<file path="config.mk">
export PLATFORM = sky130hd
export DESIGN_NAME = dev_bridge_timer
export DESIGN_NICKNAME = d
export VERILOG_FILES = /design/src/rtl/dev_bridge_timer.sv
export SDC_FILE = /design/constraint.sdc
export NUM_CORES = 1
export LEC_CHECK = 0
export CAP_MARGIN = 20
export CORE_ASPECT_RATIO = 0.75
export CORE_MARGIN = 5
export CORE_UTILIZATION = 55
export DETAILED_ROUTE_END_ITERATION = 10
export DONT_BUFFER_PORTS = 1
export MAX_ROUTING_LAYER = met4
export PLACE_DENSITY = 0.82
export SYNTH_ARGS = -nofsm -noshare
export SYNTH_HDL_FRONTEND = slang
export SYNTH_SLANG_ARGS = --single-unit
</file>
<file path="constraint.sdc">
create_clock -name clk -period 5.9 [get_ports clk]
set_input_delay 0.59 -clock clk [delete_from_list [all_inputs] [get_ports clk]]
set_output_delay 0.59 -clock clk [all_outputs]
set_load 0.01 [all_outputs]
</file>
<file path="src/rtl/dev_bridge_timer.sv">
// dev_bridge_timer: device-window countdown timer with interrupt, beside the M-stage data memory.
// Define BRIDGE_PARTIAL_WR_EN to accept byte-lane (sb/sh) writes to CTRL and PRESET.
module dev_bridge_timer #(
  parameter logic [31:0] BASE_ADDR = 32'h0000_7F00,
  parameter int          CNT_W     = 32
) (
  input  logic        clk,
  input  logic        reset,
  input  logic [31:0] addr,
  input  logic [31:0] wd,
  input  logic [3:0]  be,
  input  logic        we,
  output logic        dev_hit,
  output logic [31:0] dev_rdata,
  output logic        irq
);
  typedef enum logic [1:0] {IDLE, LOAD, CNT, INT} state_e;
  state_e             state_q, state_d;
  logic [3:0]         ctrl_q, ctrl_d;
  logic [CNT_W-1:0]   preset_q, preset_d, count_q, count_d;
  logic               irq_pend_q, irq_pend_d;
  logic               wr, ctrl_wr, preset_wr;
  logic [31:0]        wmask, preset_new;
  assign dev_hit = (addr[31:4] == BASE_ADDR[31:4]) && (addr[3:2] != 2'b11);
`ifdef BRIDGE_PARTIAL_WR_EN
  assign wr      = we & dev_hit;
  assign wmask   = {{8{be[3]}}, {8{be[2]}}, {8{be[1]}}, {8{be[0]}}};
  assign ctrl_wr = wr & (addr[3:2] == 2'b00) & be[0];
`else
  assign wr      = we & dev_hit & (be == 4'b1111);
  assign wmask   = '1;
  assign ctrl_wr = wr & (addr[3:2] == 2'b00);
`endif
  assign preset_wr  = wr & (addr[3:2] == 2'b01);
  assign preset_new = (32'(preset_q) & ~wmask) | (wd & wmask);
  assign dev_rdata  = !dev_hit              ? '0 :
                      addr[3:2] == 2'b00    ? {28'b0, ctrl_q} :
                      addr[3:2] == 2'b01    ? 32'(preset_q) : 32'(count_q);
  assign irq = irq_pend_q & ctrl_q[3];
  always_comb begin
    state_d    = state_q;
    ctrl_d     = ctrl_q;
    count_d    = count_q;
    irq_pend_d = irq_pend_q;
    preset_d   = preset_wr ? CNT_W'(preset_new) : preset_q;
    case (state_q)
      IDLE: state_d = ctrl_q[0] ? LOAD : IDLE;
      LOAD: begin
        count_d = preset_q;
        state_d = CNT;
      end
      CNT:
        if (!ctrl_q[0]) state_d = IDLE;
        else if (count_q <= CNT_W'(1)) begin
          count_d    = '0;
          irq_pend_d = 1'b1;
          state_d    = INT;
        end else count_d = count_q - CNT_W'(1);
      INT:
        if (ctrl_q[2:1] == 2'b01) begin
          irq_pend_d = 1'b0;
          state_d    = LOAD;
        end else begin
          ctrl_d[0] = 1'b0;
          state_d   = IDLE;
        end
      default: state_d = IDLE;
    endcase
    // A bus write to CTRL overrides the FSM's own EN clear and drops any pending interrupt.
    if (ctrl_wr) begin
      ctrl_d     = wd[3:0];
      irq_pend_d = 1'b0;
    end
  end
  always_ff @(posedge clk or negedge reset) begin
    if (!reset) begin
      state_q    <= IDLE;
      ctrl_q     <= '0;
      preset_q   <= '0;
      count_q    <= '0;
      irq_pend_q <= 1'b0;
    end else begin
      state_q    <= state_d;
      ctrl_q     <= ctrl_d;
      preset_q   <= preset_d;
      count_q    <= count_d;
      irq_pend_q <= irq_pend_d;
    end
  end
endmodule

</file>
==> impl_metrics.py <==
metrics = {
    "pwr": {
        "p_per_area_nw_per_um2": 194,
        "peakVddDrop_mv": 0.186,
        "p_leak_nw": 2.04,
    },
    "die": {
        "rows": 28,
        "die_x_um": 113,
        "coreArea_sq_um": 7810,
        "start_util_pct": 55.7,
        "die_area_sq_um": 9810,
        "ios": 105,
        "die_y_um": 87.0,
    },
    "synth": {
        "synth_async_sr_flop_share_pct": 100,
        "synth_area_per_cell_sq_um": 9.44,
        "yosysMostFrequentCell": "dfrtp_1",
        "yosys-top-cells-count": "71 x dfrtp_1, 41 x nor2_1, 36 x a22oi_1, 35 x mux2_1, 30 x clkbuf_1",
        "syn_inst": 461,
        "ys_seq_elements": 71,
        "synth_edf_count": 0,
        "netlist_area_sq_um": 4350,
        "synth_fp_nets": 534,
        "synth-seq-area-share_pct": 40.8,
        "synth-main-ff-cell": "dfrtp_1",
        "synth.largest_area_cell": "dfrtp_1",
        "ys.warnings.count": 0,
        "synthTopCellsByArea": "dfrtp_1 41%, mux2_1 9.1%, a22oi_1 6.2%",
        "synth.top_cell.area_share_pct": 40.8,
        "synthDistinctLibCells": 61,
    },
    "drt": {
        "drt_iter0_drc": 480,
        "avgViaCountPerCell": 7.08,
        "drc": 0,
        "dr.pass1.iters": 6,
        "routedWlPerCell_um": 21.7,
        "num_vias": 3895,
        "totalWireLength_mm": 11.9,
        "antenna_left": 0,
    },
    "place": {
        "hpwl_mm": 8.00,
        "placed_area_sq_um": 4370,
        "gp_congestion": 0.900,
        "port_buffers": 0,
    },
    "setup_path": {
        "path_cells": "inv_1 -> ha_1 -> nor2_1 -> nor4b_1 -> nand4_1 -> buf_4 -> nand2_1 -> o311ai_1",
        "worstPathArrival_ns": 3.75,
        "crit_slowest_cell": "nand4_1",
        "cp-start-kind": "flop",
        "crit_path_end_kind": "flop",
        "cp.required_ns": 6.11,
        "cp_num_buf_inv": 2,
        "crit_type": "reg2reg",
        "critPathTopFamily": "simple AND/OR/NAND/NOR gates",
        "crit_fanout": 21,
        "critical-path-max-stage-delay_ns": 0.94,
    },
    "clocking": {
        "clock_sinks": 71,
        "clk_pin_slew_ns": 0.07,
        "clk_latency_ns": 0.35,
        "clockBufferDepth": 2,
        "cts-root-buf": "clkbuf_8",
        "cts_made_buffers": 9,
        "tritoncts": "yes",
        "cts_resized": 0,
        "htreeDepth": 3,
    },
    "finish": {
        "final-seq-area_sq_um": 1780,
        "synthToLayoutAreaGrowth_pct": 5.41,
        "n_antenna_cell": 0,
        "final.fill_count": 677,
        "nets": 513,
        "multi_input_area_sq_um": 2340,
        "stdcell_area_sq_um": 4590,
        "layout-drive-gt1-share_pct": 8.09,
    },
    "sta": {
        "fmax_ghz": 0.283,
        "slew_headroom_pct": 30.8,
        "tightest_slew_ns": 1.03,
        "setup_viol": 0,
        "fin_crit_sh_pct": 60.0,
        "fin_crit_ns": 3.54,
        "finalHoldViolations": 0,
        "tns_ns": 0,
        "final_max_slew_viol_count": 0,
        "whs_ns": 0.122,
        "rsz0062_at_grt": "false",
        "clock_skew_ns": 0.00641,
    },
    "global_route": {
        "grt_max_degree": 72,
        "groute.usage.overall_pct": 25.1,
        "gr-total-overflow": 0,
        "antenna_found_initial": 0,
        "grt_pass1_wl_mm": 19.2,
        "first_global_vias": 3732,
    },
    "min_path": {
        "hp-class": "in2async",
    },
    "outcome": {
        "status": "finished, final reports clean",
    },
    "flow_run": {
        "drv_cap": 0,
    },
}
## final cells by class
class / count / area share [%]
clock buffers: 12 / 3.16
clock inverters: 4 / 0.982
inverters: 15 / 1.23
multi-input cells: 335 / 51.1
flip-flops and latches: 71 / 38.7
well taps: 105 / 2.86
repair buffers: 8 / 1.91
## report_power, final
part           internal, mW  total, mW  switching, mW  leakage, nW
logic               0.00541     0.0192         0.0138        0.950
clock network         0.205      0.386          0.180        0.100
registers             0.486      0.486  0.00000000450        0.987
## stage by stage
step | worst slack, ns | utilization (%) | power, mW | cells
after floorplan | 3.15 | - | 0.506 | 461
after global placement | 2.70 | 55.7 | 0.502 | 532
after detailed placement | 2.50 | 55.9 | 0.504 | 533
after CTS | 2.49 | 58.7 | 0.897 | 550
after global routing | 2.04 | 58.7 | 0.925 | 550
final | 2.36 | 58.7 | 0.891 | 550
## sequential cells by signal, summed over array words and instances (netlist names)
register,flops
preset_q,32
count_q,32
ctrl_q,4
state_q,2
irq_pend_q,1
## path summary, 6_finish.rpt
| path | from | endpoint | slack (ns) | depth (start not counted) |
|---|---|---|---|---|
| worst max-delay path | count_q[0] | count_q[23] | 2.36 | 8 |
| max in group asynchronous | reset | count_q[8] | 5.48 | 1 |
| worst min-delay path | reset | preset_q[26] | 0.12 | 1 |
| min in group clk | wd[0] | ctrl_q[0] | 0.36 | 2 |
| worst min register to register | preset_q[16] | preset_q[16] | 0.52 | 1 |
| worst max register to register | count_q[0] | count_q[23] | 2.36 | 8 |
## kinds of logic after synthesis
| kind of cell | after synthesis | share of synthesized area, % |
|---|---|---|
| adder cells (fa/ha/maj) | 2 | 0.575 |
| AO/OA/AOI/OAI | 128 | 22.2 |
| flip-flops | 71 | 40.8 |
| buffers and inverters | 55 | 5.66 |
| multiplexers | 38 | 9.75 |
| AND/OR/NAND/NOR | 167 | 21.0 |
## worst reg2reg max path, delay by kind of cell (launching register included)
kind,cells,cell delay (ns)
simple gates,4,1.84
buf+inv,2,0.67
flops,1,0.44
fa+ha+maj,1,0.31
compound gates,1,0.15
## cell usage in the layout, fill, tap and decap left out, drive strengths merged, types with 3 or more instances in the layout
| cell | Yosys | layout |
|---|---|---|
| o2111ai | 4 | 4 |
| nor2b | 8 | 8 |
| clkbuf | 30 | 12 |
| nor3 | 11 | 11 |
| or2 | 3 | 3 |
| nand3 | 15 | 15 |
| or3 | 10 | 10 |
| inv | 14 | 14 |
| nand2 | 27 | 27 |
| a31oi | 13 | 13 |
| o31ai | 4 | 4 |
| a21oi | 8 | 8 |
| nor2 | 42 | 42 |
| buf | 10 | 8 |
| o211ai | 6 | 6 |
| a22oi | 36 | 36 |
| nand4 | 11 | 11 |
| clkinv | 1 | 4 |
| a32oi | 8 | 8 |
| o41ai | 5 | 5 |
| and2 | 4 | 4 |
| o221ai | 3 | 3 |
| mux2 | 35 | 35 |
| nor4 | 15 | 15 |
| o31a | 5 | 5 |
| mux2i | 3 | 3 |
| nor4b | 4 | 4 |
| a31o | 4 | 4 |
| a22o | 4 | 4 |
| o21ai | 5 | 5 |
| a211oi | 7 | 7 |
| or4 | 9 | 9 |
| o22ai | 6 | 6 |
| dfrtp | 71 | 71 |
## per-layer routing
| layer | part of all wire (%) | track usage (%) | vias to the layer above |
|---|---|---|---|
| met3 | 8.4 | 5.56 | 25 |
| met1 | 44 | 34.9 | 1909 |
| met5 | 0 | - | - |
| li1 | - | - | 1741 |
| met4 | 1.8 | 7.21 | 0 |
| met2 | 46 | 37.2 | 220 |
## what timing repair did
action / in CTS / in global routing
buffers inserted: 0 / 0
hold buffers: 1 / 0
hold endpoints to repair: 71 / 0
No activity file was read; power rests on OpenSTA's default activity.
